File: src/rtl/decoding_block_if.sv
// Receive symbol/byte bus between the deserializer and the lane decoder.
//   sym_valid             : one-cycle strobe, new encoded symbol on both lanes
//   lane_0/1_rx_enc[131:0]: encoded symbols, sync header in the LSBs
//   lane_0/1_rx[7:0]      : decoded bytes
//   rx_valid, rx_os, sym_start, sync_err, ovf_err : decoded-byte qualifiers / error pulses
// master = symbol source / byte sink, slave = decoder.
interface decoding_block_if;
   logic         sym_valid;
   logic [131:0] lane_0_rx_enc;
   logic [131:0] lane_1_rx_enc;
   logic [7:0]   lane_0_rx;
   logic [7:0]   lane_1_rx;
   logic         rx_valid;
   logic         rx_os;
   logic         sym_start;
   logic         sync_err;
   logic         ovf_err;

   modport master (
      output sym_valid, lane_0_rx_enc, lane_1_rx_enc,
      input  lane_0_rx, lane_1_rx, rx_valid, rx_os, sym_start, sync_err, ovf_err
   );

   modport slave (
      input  sym_valid, lane_0_rx_enc, lane_1_rx_enc,
      output lane_0_rx, lane_1_rx, rx_valid, rx_os, sym_start, sync_err, ovf_err
   );
endinterface

File: src/rtl/decoding_block.sv
// Two-lane receive decoder: checks/strips the sync header of Gen3 (132b) and
// Gen2 (66b) symbols, classifies ordered-set vs transport, and unloads the
// payload one byte per lane per clock. Gen4 is a byte pass-through.
//   dec_clk   : byte-rate clock
//   rst       : asynchronous reset, active-high
//   enable    : low clears all state synchronously
//   gen_speed : 0=Gen4, 1=Gen3, 2=Gen2, 3=reserved (strobes ignored)
//   bus       : symbol input / decoded byte output (decoding_block_if.slave)
module decoding_block #(
   parameter int unsigned NUM_BYTES_G3 = 16,
   parameter int unsigned NUM_BYTES_G2 = 8
) (
   input  logic             dec_clk,
   input  logic             rst,
   input  logic             enable,
   input  logic [1:0]       gen_speed,
   decoding_block_if.slave  bus
);

   typedef enum logic {ST_IDLE, ST_UNLOAD} state_t;

   state_t       r_state;
   logic [127:0] r_buf0;
   logic [127:0] r_buf1;
   logic         r_os_type;
   logic [1:0]   r_gen;
   logic [3:0]   r_idx;       // index of the byte currently on the outputs
   logic [7:0]   r_lane_0_rx;
   logic [7:0]   r_lane_1_rx;
   logic         r_rx_valid;
   logic         r_rx_os;
   logic         r_sym_start;
   logic         r_sync_err;
   logic         r_ovf_err;

   logic         w_hdr_ok;
   logic         w_hdr_os;
   logic [127:0] w_pay0;
   logic [127:0] w_pay1;
   logic [3:0]   w_last_idx;
   logic [3:0]   w_next_idx;

   // Header check and payload extraction for the current gen_speed.
   always_comb begin
      w_hdr_ok = 1'b0;
      w_hdr_os = 1'b0;
      w_pay0   = '0;
      w_pay1   = '0;
      case (gen_speed)
         2'd1: begin
            w_pay0   = bus.lane_0_rx_enc[131:4];
            w_pay1   = bus.lane_1_rx_enc[131:4];
            w_hdr_ok = ((bus.lane_0_rx_enc[3:0] == 4'b0101) || (bus.lane_0_rx_enc[3:0] == 4'b1010))
                       && (bus.lane_0_rx_enc[3:0] == bus.lane_1_rx_enc[3:0]);
            w_hdr_os = (bus.lane_0_rx_enc[3:0] == 4'b0101);
         end
         2'd2: begin
            w_pay0   = {64'd0, bus.lane_0_rx_enc[65:2]};
            w_pay1   = {64'd0, bus.lane_1_rx_enc[65:2]};
            w_hdr_ok = ((bus.lane_0_rx_enc[1:0] == 2'b01) || (bus.lane_0_rx_enc[1:0] == 2'b10))
                       && (bus.lane_0_rx_enc[1:0] == bus.lane_1_rx_enc[1:0]);
            w_hdr_os = (bus.lane_0_rx_enc[1:0] == 2'b01);
         end
         default: ;
      endcase
   end

   always_comb begin
      w_last_idx = (r_gen == 2'd1) ? 4'(NUM_BYTES_G3 - 1) : 4'(NUM_BYTES_G2 - 1);
      w_next_idx = r_idx + 4'd1;
   end

   // Byte 0 is registered straight from the incoming symbol at the capture
   // edge; later bytes come from the latched buffers. A new symbol can be
   // captured whenever no byte remains to emit (IDLE, or last byte shown).
   always_ff @(posedge dec_clk or posedge rst) begin
      if (rst) begin
         r_state     <= ST_IDLE;
         r_buf0      <= '0;
         r_buf1      <= '0;
         r_os_type   <= 1'b0;
         r_gen       <= '0;
         r_idx       <= '0;
         r_lane_0_rx <= '0;
         r_lane_1_rx <= '0;
         r_rx_valid  <= 1'b0;
         r_rx_os     <= 1'b0;
         r_sym_start <= 1'b0;
         r_sync_err  <= 1'b0;
         r_ovf_err   <= 1'b0;
      end else if (!enable) begin
         r_state     <= ST_IDLE;
         r_buf0      <= '0;
         r_buf1      <= '0;
         r_os_type   <= 1'b0;
         r_gen       <= '0;
         r_idx       <= '0;
         r_lane_0_rx <= '0;
         r_lane_1_rx <= '0;
         r_rx_valid  <= 1'b0;
         r_rx_os     <= 1'b0;
         r_sym_start <= 1'b0;
         r_sync_err  <= 1'b0;
         r_ovf_err   <= 1'b0;
      end else begin
         r_lane_0_rx <= '0;
         r_lane_1_rx <= '0;
         r_rx_valid  <= 1'b0;
         r_rx_os     <= 1'b0;
         r_sym_start <= 1'b0;
         r_sync_err  <= 1'b0;
         r_ovf_err   <= 1'b0;
         if ((r_state == ST_UNLOAD) && (r_idx != w_last_idx)) begin
            r_lane_0_rx <= r_buf0[{w_next_idx, 3'b000} +: 8];
            r_lane_1_rx <= r_buf1[{w_next_idx, 3'b000} +: 8];
            r_rx_valid  <= 1'b1;
            r_rx_os     <= r_os_type;
            r_idx       <= w_next_idx;
            if (bus.sym_valid && (gen_speed != 2'd3))
               r_ovf_err <= 1'b1;
         end else begin
            r_state <= ST_IDLE;
            r_idx   <= '0;
            if (bus.sym_valid) begin
               case (gen_speed)
                  2'd0: begin
                     r_lane_0_rx <= bus.lane_0_rx_enc[7:0];
                     r_lane_1_rx <= bus.lane_1_rx_enc[7:0];
                     r_rx_valid  <= 1'b1;
                     r_sym_start <= 1'b1;
                  end
                  2'd1, 2'd2: begin
                     if (w_hdr_ok) begin
                        r_state     <= ST_UNLOAD;
                        r_buf0      <= w_pay0;
                        r_buf1      <= w_pay1;
                        r_os_type   <= w_hdr_os;
                        r_gen       <= gen_speed;
                        r_lane_0_rx <= w_pay0[7:0];
                        r_lane_1_rx <= w_pay1[7:0];
                        r_rx_valid  <= 1'b1;
                        r_rx_os     <= w_hdr_os;
                        r_sym_start <= 1'b1;
                     end else begin
                        r_sync_err <= 1'b1;
                     end
                  end
                  default: ;
               endcase
            end
         end
      end
   end

   assign bus.lane_0_rx = r_lane_0_rx;
   assign bus.lane_1_rx = r_lane_1_rx;
   assign bus.rx_valid  = r_rx_valid;
   assign bus.rx_os     = r_rx_os;
   assign bus.sym_start = r_sym_start;
   assign bus.sync_err  = r_sync_err;
   assign bus.ovf_err   = r_ovf_err;

endmodule
File: src/flat_wrapper.sv
// flat-port wrapper written by rule: the top's interface ports become plain ports
module decoding_block_flat 
#(
   parameter int unsigned NUM_BYTES_G3 = 16,
   parameter int unsigned NUM_BYTES_G2 = 8
)
  (dec_clk, rst, enable, gen_speed, bus_sym_valid, bus_lane_0_rx_enc, bus_lane_1_rx_enc, bus_lane_0_rx, bus_lane_1_rx, bus_rx_valid, bus_rx_os, bus_sym_start, bus_sync_err, bus_ovf_err);
  decoding_block_if bus_i ();
  input  logic dec_clk;
  input  logic rst;
  input  logic enable;
  input  logic [1:0] gen_speed;
  input wire logic [$bits(bus_i.sym_valid)-1:0] bus_sym_valid;
  input wire logic [$bits(bus_i.lane_0_rx_enc)-1:0] bus_lane_0_rx_enc;
  input wire logic [$bits(bus_i.lane_1_rx_enc)-1:0] bus_lane_1_rx_enc;
  output wire logic [$bits(bus_i.lane_0_rx)-1:0] bus_lane_0_rx;
  output wire logic [$bits(bus_i.lane_1_rx)-1:0] bus_lane_1_rx;
  output wire logic [$bits(bus_i.rx_valid)-1:0] bus_rx_valid;
  output wire logic [$bits(bus_i.rx_os)-1:0] bus_rx_os;
  output wire logic [$bits(bus_i.sym_start)-1:0] bus_sym_start;
  output wire logic [$bits(bus_i.sync_err)-1:0] bus_sync_err;
  output wire logic [$bits(bus_i.ovf_err)-1:0] bus_ovf_err;
  assign bus_i.sym_valid = bus_sym_valid;
  assign bus_i.lane_0_rx_enc = bus_lane_0_rx_enc;
  assign bus_i.lane_1_rx_enc = bus_lane_1_rx_enc;
  assign bus_lane_0_rx = bus_i.lane_0_rx;
  assign bus_lane_1_rx = bus_i.lane_1_rx;
  assign bus_rx_valid = bus_i.rx_valid;
  assign bus_rx_os = bus_i.rx_os;
  assign bus_sym_start = bus_i.sym_start;
  assign bus_sync_err = bus_i.sync_err;
  assign bus_ovf_err = bus_i.ovf_err;
  decoding_block #(.NUM_BYTES_G3(NUM_BYTES_G3), .NUM_BYTES_G2(NUM_BYTES_G2)) u_core (.dec_clk(dec_clk), .rst(rst), .enable(enable), .gen_speed(gen_speed), .bus(bus_i));
endmodule
File: config.mk
export PLATFORM = sky130hd
export DESIGN_NAME = decoding_block_flat
export DESIGN_NICKNAME = d
export VERILOG_FILES = /design/src/rtl/decoding_block_if.sv /design/src/rtl/decoding_block.sv /design/src/flat_wrapper.sv
export SDC_FILE = /design/constraint.sdc
export NUM_CORES = 1
export LEC_CHECK = 0
export ABC_AREA = 1
export CAP_MARGIN = 20
export CORE_AREA = 2 2 344 176
export DETAILED_ROUTE_END_ITERATION = 10
export DIE_AREA = 0 0 346 178
export GPL_TIMING_DRIVEN = 1
export PLACE_DENSITY = 0.6
export SYNTH_ARGS = -nofsm -noshare
export SYNTH_HDL_FRONTEND = slang
export SYNTH_SLANG_ARGS = --single-unit
File: constraint.sdc
create_clock -name dec_clk -period 10.5 [get_ports dec_clk]
set_input_delay 2.1 -clock dec_clk [delete_from_list [all_inputs] [get_ports dec_clk]]
set_output_delay 2.1 -clock dec_clk [all_outputs]
set_load 0.01 [all_outputs]
==> run_results.csv, run 1 <==
group,metric,value,unit
final_layout,fillers,6230,
placed_design,dp_hpwl,43900,µm
power,seq_power_share,42.8,%
sta,final_hold_viol_count,0,
placed_design,placed_area,20400,µm²
sta,setup_viol,0,
setup_path,slowest_stage,"buf_4",
clock_network,cts_setup_buffers,0,
setup_path,crit_type,"primary input to register",
yosys,synth-seq-cells,285,
setup_path,critPathRequiredTime,10.95,ns
final_layout,stdcell_area,21400,µm²
power,power_switching,0.000678,W
worst_hold_path,hold_path_end,"u_core.r_buf1[12]$_DFFE_PP0P_",
clock_network,cts_max_path_buffers,3,
floorplan,core-area,58500,µm²
grt,grt_overflow,0,
power,power.internal,0.00190,W
floorplan,rows,63,
yosys,ys_top_cells_by_area,"dfrtp_1 41%, nand2_1 16%, nand3_1 15%",
setup_path,reg2reg_depth,9,
clock_network,clkLatencyLatePin,0.59,ns
floorplan,dieArea,61600,µm²
clock_network,root_buffer,"clkbuf_16",
grt,grt_max_degree,165,
worst_hold_path,hp-start,"u_core.r_buf1[12]$_DFFE_PP0P_",
power,power_density,120,nW/µm²
yosys,ys_seq_area_share,41.0,%
power,switching_share,26.3,%
setup_path,r2r_slack,6.62,ns
setup_path,r2r-start,"u_core.r_idx[0]$_DFF_PP0_",
sta,post-route-min-period,5.92,ns
clock_network,ctsHoldBuffers,0,
power,power_frac_clock,43.9,%
yosys,synthCells,2511,
yosys,mappedNetlistNets,2788,
sta,fin_skew,0.0266,ns
sta,setup_ws,4.58,ns
sta,finalMaxSlewViolations,0,
placed_design,gp_congestion,0.870,
floorplan,die_y,178,µm
clock_network,clk_pin_slew,0.06,ns
sta,fin_setup_tns,0,ns
final_layout,finalNonFillerCells,3407,
sta,relSlewSlack,26.2,%
sta,post-route-period-util,56.4,%
drt,drt_iter0_markers,2013,
final_layout,final_nets,2881,
drt,wire_per_inst,19.1,µm
yosys,synth_cell_types,27,
final_layout,layout_commonest_cell,"nand2_1",
floorplan,initial_core_util,29.7,%
drt,dr_total_vias,18290,
drt,first_pass_iters,8,
setup_path,crit_fanout,102,
drt,ant_nets,0,
grt,antenna_found_initial,5,
placed_design,dp_cells,3353,
setup_path,worst_setup_path_end_kind,"register",
grt,grt_pass1_wl,101000,µm
setup_path,cpPeakStageDelay,0.71,ns
sta,tightest_slew,1.11,ns
clock_network,cts.sinks,285,
final_layout,final_cell_mix,"757 x nand2_1, 515 x nand3_1, 289 x clkdlybuf4s50_1",
clock_network,cts_resized,0,
sta,fmax,0.169,GHz
yosys,yosysTopAreaCellShare,41.0,%
floorplan,chipWidth,346,µm
power,leakagePower,10.3,nW
placed_design,buffer_ports.inserted,290,
floorplan,ios,291,
yosys,synth_warnings,0,
clock_network,h-tree-depth,1,
worst_hold_path,whs_path_depth,2,
power,combinationalPowerShare,13.3,%
clock_network,cts_inserted_buffers,29,
drt,drcViolationCount,0,
drt,totalWireLength,65000,µm
grt,grt_pass1_vias,17058,
setup_path,cp.arrival,6.37,ns
yosys,syn_area,17400,µm²
worst_hold_path,hold_path.class,"register to register",
run,maxCapViolations,0,
clock_network,cts_tree,"built",
setup_path,rr_endpoint,"u_core.r_buf0[67]$_DFFE_PP0P_",
power,ir_drop,0.000110,V
setup_path,critical_path.cell_chain,"clkdlybuf4s50_1 > inv_1 > ha_1 > clkinv_2 > or2_2 > nand2_2 > nand3_4 > buf_4 > nand3_1 > nand2_1",
sta,rsz0062_at_grt,"false",
setup_path,worstSetupStartpointType,"primary input",
final_layout,area_growth,23.3,%
grt,track_usage,20.5,%
yosys,avgSynthCellArea,6.93,µm²
final_layout,drive_gt1_share,3.59,%
drt,vias_per_cell,5.37,
placed_design,place_ws,4.12,ns
status,status,"finished clean",
yosys,synth_top_area_cell,"dfrtp_1",
power by group through the flow:
stage / clock [W] / combinational [W] / sequential [W]
detailed placement: 0 / 0.000342 / 0.00112
finish: 0.00113 / 0.000344 / 0.00110
global route: 0.00120 / 0.000377 / 0.00110
floorplan: 0 / 0.000180 / 0.00112
CTS: 0.00115 / 0.000344 / 0.00110
global placement: 0 / 0.000337 / 0.00112
cell families (layout without fill, tap and decap cells):
logic type | count (synthesis) | count (layout) | synth area share, %
buffers and inverters | 397 | 508 | 9.54
AO/OA/AOI/OAI | 138 | 138 | 4.89
AND/OR/NAND/NOR | 1681 | 1681 | 43.9
XOR/XNOR | 3 | 3 | 0.151
adder cells (fa/ha/maj) | 7 | 7 | 0.503
flip-flops | 285 | 285 | 41.0
other | 0 | 5 | 0
flip-flops by register name (all words and copies together), names as in the netlist:
| name | count |
|---|---|
| u_core.bus.lane_0_rx | 8 |
| u_core.bus.lane_1_rx | 8 |
| u_core.bus.ovf_err | 1 |
| u_core.bus.rx_os | 1 |
| u_core.bus.rx_valid | 1 |
| u_core.bus.sym_start | 1 |
| u_core.bus.sync_err | 1 |
| u_core.r_buf0 | 128 |
| u_core.r_buf1 | 128 |
| u_core.r_gen | 2 |
| u_core.r_idx | 4 |
| u_core.r_os_type | 1 |
| u_core.r_state | 1 |
cell type report:
cell class                 instances  area (µm²)  share of cell area, %
tap                              780         976                   4.55
antenna                            5        12.5                 0.0583
clock inverter                    10         185                  0.864
clock buffer                      39         823                   3.84
timing repair buffer             316        3120                   14.5
sequential                       285        7140                   33.3
multi-input combinational       1829        8640                   40.3
inverter                         143         552                   2.57
critical path: cells and delay by family:
family	cells	cell delay [ns]
buffers and inverters	4	1.88
AND/OR/NAND/NOR	5	1.77
adder cells (fa/ha/maj)	1	0.46
Yosys cell counts:
library cell	number
o21ai_0	8
nand2_1	757
ha_1	7
dfrtp_1	285
buf_1	22
clkbuf_1	159
nand2_2	1
nor2_1	141
nand3_1	515
buf_4	4
o21ai_1	2
inv_2	9
nand4_1	253
nor3_1	2
nand3b_1	9
buf_6	11
buf_2	58
a21oi_1	11
inv_1	134
a21oi_4	1
o22ai_1	114
nand3_2	1
a21oi_2	1
or2_2	1
nor3_2	1
a22oi_1	1
xor2_1	3
stage by stage:
stage | utilization [%] | total power [W] | hold WS [ns]
global placement | 34.9 | 0.00146 | 0.489
finish | 36.7 | 0.00258 | 0.506
detailed placement | 34.9 | 0.00147 | 0.494
floorplan | - | 0.00130 | 0.472
CTS | 36.6 | 0.00260 | 0.509
global route | 36.7 | 0.00268 | 0.529
worst max path at each step:
stage | end | start | depth (start not counted) | slack, ns
floorplan | u_core.bus.lane_0_rx[0]$_DFF_PP0_ | rst | 1 | 0.54
CTS | u_core.r_buf1[47]$_DFFE_PP0P_ | gen_speed[0] | 10 | 4.71
global route | u_core.r_buf1[61]$_DFFE_PP0P_ | gen_speed[0] | 10 | 4.31
global placement | u_core.r_buf0[100]$_DFFE_PP0P_ | gen_speed[0] | 10 | 4.19
detailed placement | u_core.r_buf1[62]$_DFFE_PP0P_ | gen_speed[0] | 10 | 4.12
finish | u_core.r_buf1[47]$_DFFE_PP0P_ | gen_speed[0] | 10 | 4.58
per-layer routing:
layer / routed length, µm / track usage [%]
met3: 4670 / 3.75
met2: 27400 / 29.7
met5: 0 / 0
met4: 1440 / 4.79
met1: 31500 / 31.3
(Power assumes the default switching activity.)
==> run 2, diff against run 1 <==
- PLACE_DENSITY: 0.6 -> 0.58
- clock period: 10.5 -> 5.75 ns (I/O delays scaled with it)
==> run_results.csv, run 2 (synthesized netlist as in run 1, its figures left out) <==
group,metric,value,unit
clock_network,cts_max_path_buffers,3,
floorplan,initial_core_util,29.7,%
grt,track_usage,20.8,%
sta,fin_skew,0.0189,ns
setup_path,critPathRequiredTime,6.20,ns
final_layout,drive_gt1_share,4.17,%
floorplan,ios,291,
setup_path,cpPeakStageDelay,0.66,ns
power,seq_power_share,40.4,%
final_layout,final_cell_mix,"757 x nand2_1, 515 x nand3_1, 289 x clkdlybuf4s50_1",
sta,rsz0062_at_grt,"false",
sta,post-route-period-util,65.7,%
floorplan,core-area,58500,µm²
setup_path,crit_fanout,251,
drt,ant_nets,0,
drt,first_pass_iters,5,
grt,grt_pass1_wl,102000,µm
grt,grt_max_degree,252,
power,combinationalPowerShare,12.8,%
sta,setup_viol,0,
run,maxCapViolations,0,
floorplan,chipWidth,346,µm
setup_path,cp.arrival,4.23,ns
placed_design,dp_hpwl,43500,µm
drt,wire_per_inst,19.2,µm
placed_design,gp_congestion,0.889,
sta,tightest_slew,1.33,ns
clock_network,clkLatencyLatePin,0.53,ns
power,power_frac_clock,46.8,%
grt,grt_pass1_vias,17283,
sta,finalMaxSlewViolations,0,
drt,vias_per_cell,5.36,
sta,relSlewSlack,11.5,%
sta,fmax,0.265,GHz
placed_design,buffer_ports.inserted,290,
clock_network,cts.sinks,285,
power,power_density,229,nW/µm²
sta,fin_setup_tns,0,ns
sta,post-route-min-period,3.78,ns
power,power_switching,0.00131,W
final_layout,fillers,6207,
floorplan,dieArea,61600,µm²
clock_network,ctsHoldBuffers,0,
power,switching_share,26.2,%
final_layout,final_nets,2890,
final_layout,largest_registers,"u_core.r_buf0 (128), u_core.r_buf1 (128)",
clock_network,cts_inserted_buffers,34,
final_layout,final_util,37.2,%
drt,dr_total_vias,18318,
drt,totalWireLength,65600,µm
setup_path,slowest_stage,"buf_12",
floorplan,rows,63,
drt,drt_iter0_markers,2136,
floorplan,die_y,178,µm
drt,drcViolationCount,0,
final_layout,layout_commonest_cell,"nand2_1",
setup_path,crit_type,"primary input to register",
sta,final_hold_viol_count,0,
setup_path,worstSetupStartpointType,"primary input",
grt,antenna_found_initial,2,
worst_hold_path,hold_path.class,"register to register",
final_layout,area_growth,25.1,%
clock_network,cts_tree,"built",
clock_network,cts_resized,0,
power,power.internal,0.00368,W
setup_path,worst_setup_path_end_kind,"register",
clock_network,clk_pin_slew,0.06,ns
final_layout,multi_input_area,8640,µm²
status,status,"finished clean",
final_layout,seq_area,7140,µm²
setup_path,critical_path.cell_chain,"clkdlybuf4s50_1 > inv_1 > ha_1 > buf_4 > nand2_1 > a21oi_4 > buf_12 > nand4_1 > nand2_1",
power,leakagePower,10.5,nW
grt,grt_overflow,0,
clock_network,root_buffer,"clkbuf_16",
setup_path,cp_common_cell,"nand2_1",
clock_network,h-tree-depth,2,
power,ir_drop,0.000154,V
clock_network,cts_setup_buffers,0,
==> run 2: cell count changes in the layout (fill, tap and decap cells not counted), moves of 3 or more <==
cell / before / now
buf_4: 25 / 20
clkinv_2: 4 / 10
buf_12: 1 / 9
clkbuf_16: 29 / 37
diode_2: 5 / 2
==> run 2: path summary, 6_finish.rpt <==
path	start	endpoint	slack, ns	cells past startpoint
hold reg to reg	u_core.r_buf0[62]$_DFFE_PP0P_	u_core.r_buf0[62]$_DFFE_PP0P_	0.50	2
setup reg to reg	u_core.r_idx[0]$_DFF_PP0_	u_core.r_buf0[65]$_DFFE_PP0P_	2.46	8
min in group asynchronous	rst	u_core.r_buf1[14]$_DFFE_PP0P_	1.04	2
max in group asynchronous	rst	u_core.r_idx[0]$_DFF_PP0_	3.48	3
hold / removal	u_core.r_buf0[62]$_DFFE_PP0P_	u_core.r_buf0[62]$_DFFE_PP0P_	0.50	2
setup / recovery	gen_speed[0]	u_core.r_buf0[65]$_DFFE_PP0P_	1.97	9
==> run 2: power groups by stage <==
stage                     registers, W  clock network (W)  logic (W)
final                          0.00202            0.00233   0.000638
after global routing           0.00202            0.00246   0.000698
after CTS                      0.00202            0.00237   0.000638
after detailed placement       0.00205                  0   0.000634
after global placement         0.00205                  0   0.000627
after floorplan                0.00205                  0   0.000330
==> run 2: area by class of cell <==
type / instances / share of cell area [%]
clock buffer: 45 / 4.62
multi-input combinational: 1829 / 39.7
timing repair buffer: 320 / 15.0
sequential: 285 / 32.8
antenna: 2 / 0.0230
tap: 780 / 4.48
inverter: 143 / 2.52
clock inverter: 15 / 0.891
==> run 2: worst max-delay path, delay by kind of cell <==
kind	cells	cell delay [ns]
compound gates	1	0.23
fa+ha+maj	1	0.30
buf+inv	4	1.63
simple gates	3	0.50
==> run 2: per-layer routing <==
metal / GRT usage (%) / vias up / wire length [µm]
li1: - / 8707 / -
met1: 31.8 / 8879 / 32500
met2: 30.1 / 652 / 27500
met3: 3.67 / 80 / 4360
met4: 5.00 / 0 / 1270
met5: 0 / - / 0
==> run 2: per-stage QoR <==
| step | hold slack [ns] | total power (W) | std cells | instance area [µm²] | setup WS [ns] |
|---|---|---|---|---|---|
| floorplan | 0.472 | 0.00238 | 2511 | 17400 | 0.823 |
| global placement | 0.490 | 0.00268 | 3355 | 20500 | 1.52 |
| detailed placement | 0.493 | 0.00269 | 3356 | 20500 | 1.54 |
| CTS | 0.510 | 0.00502 | 3416 | 21700 | 2.07 |
| global route | 0.531 | 0.00517 | 3419 | 21800 | 1.83 |
| finish | 0.505 | 0.00499 | 3419 | 21800 | 1.97 |
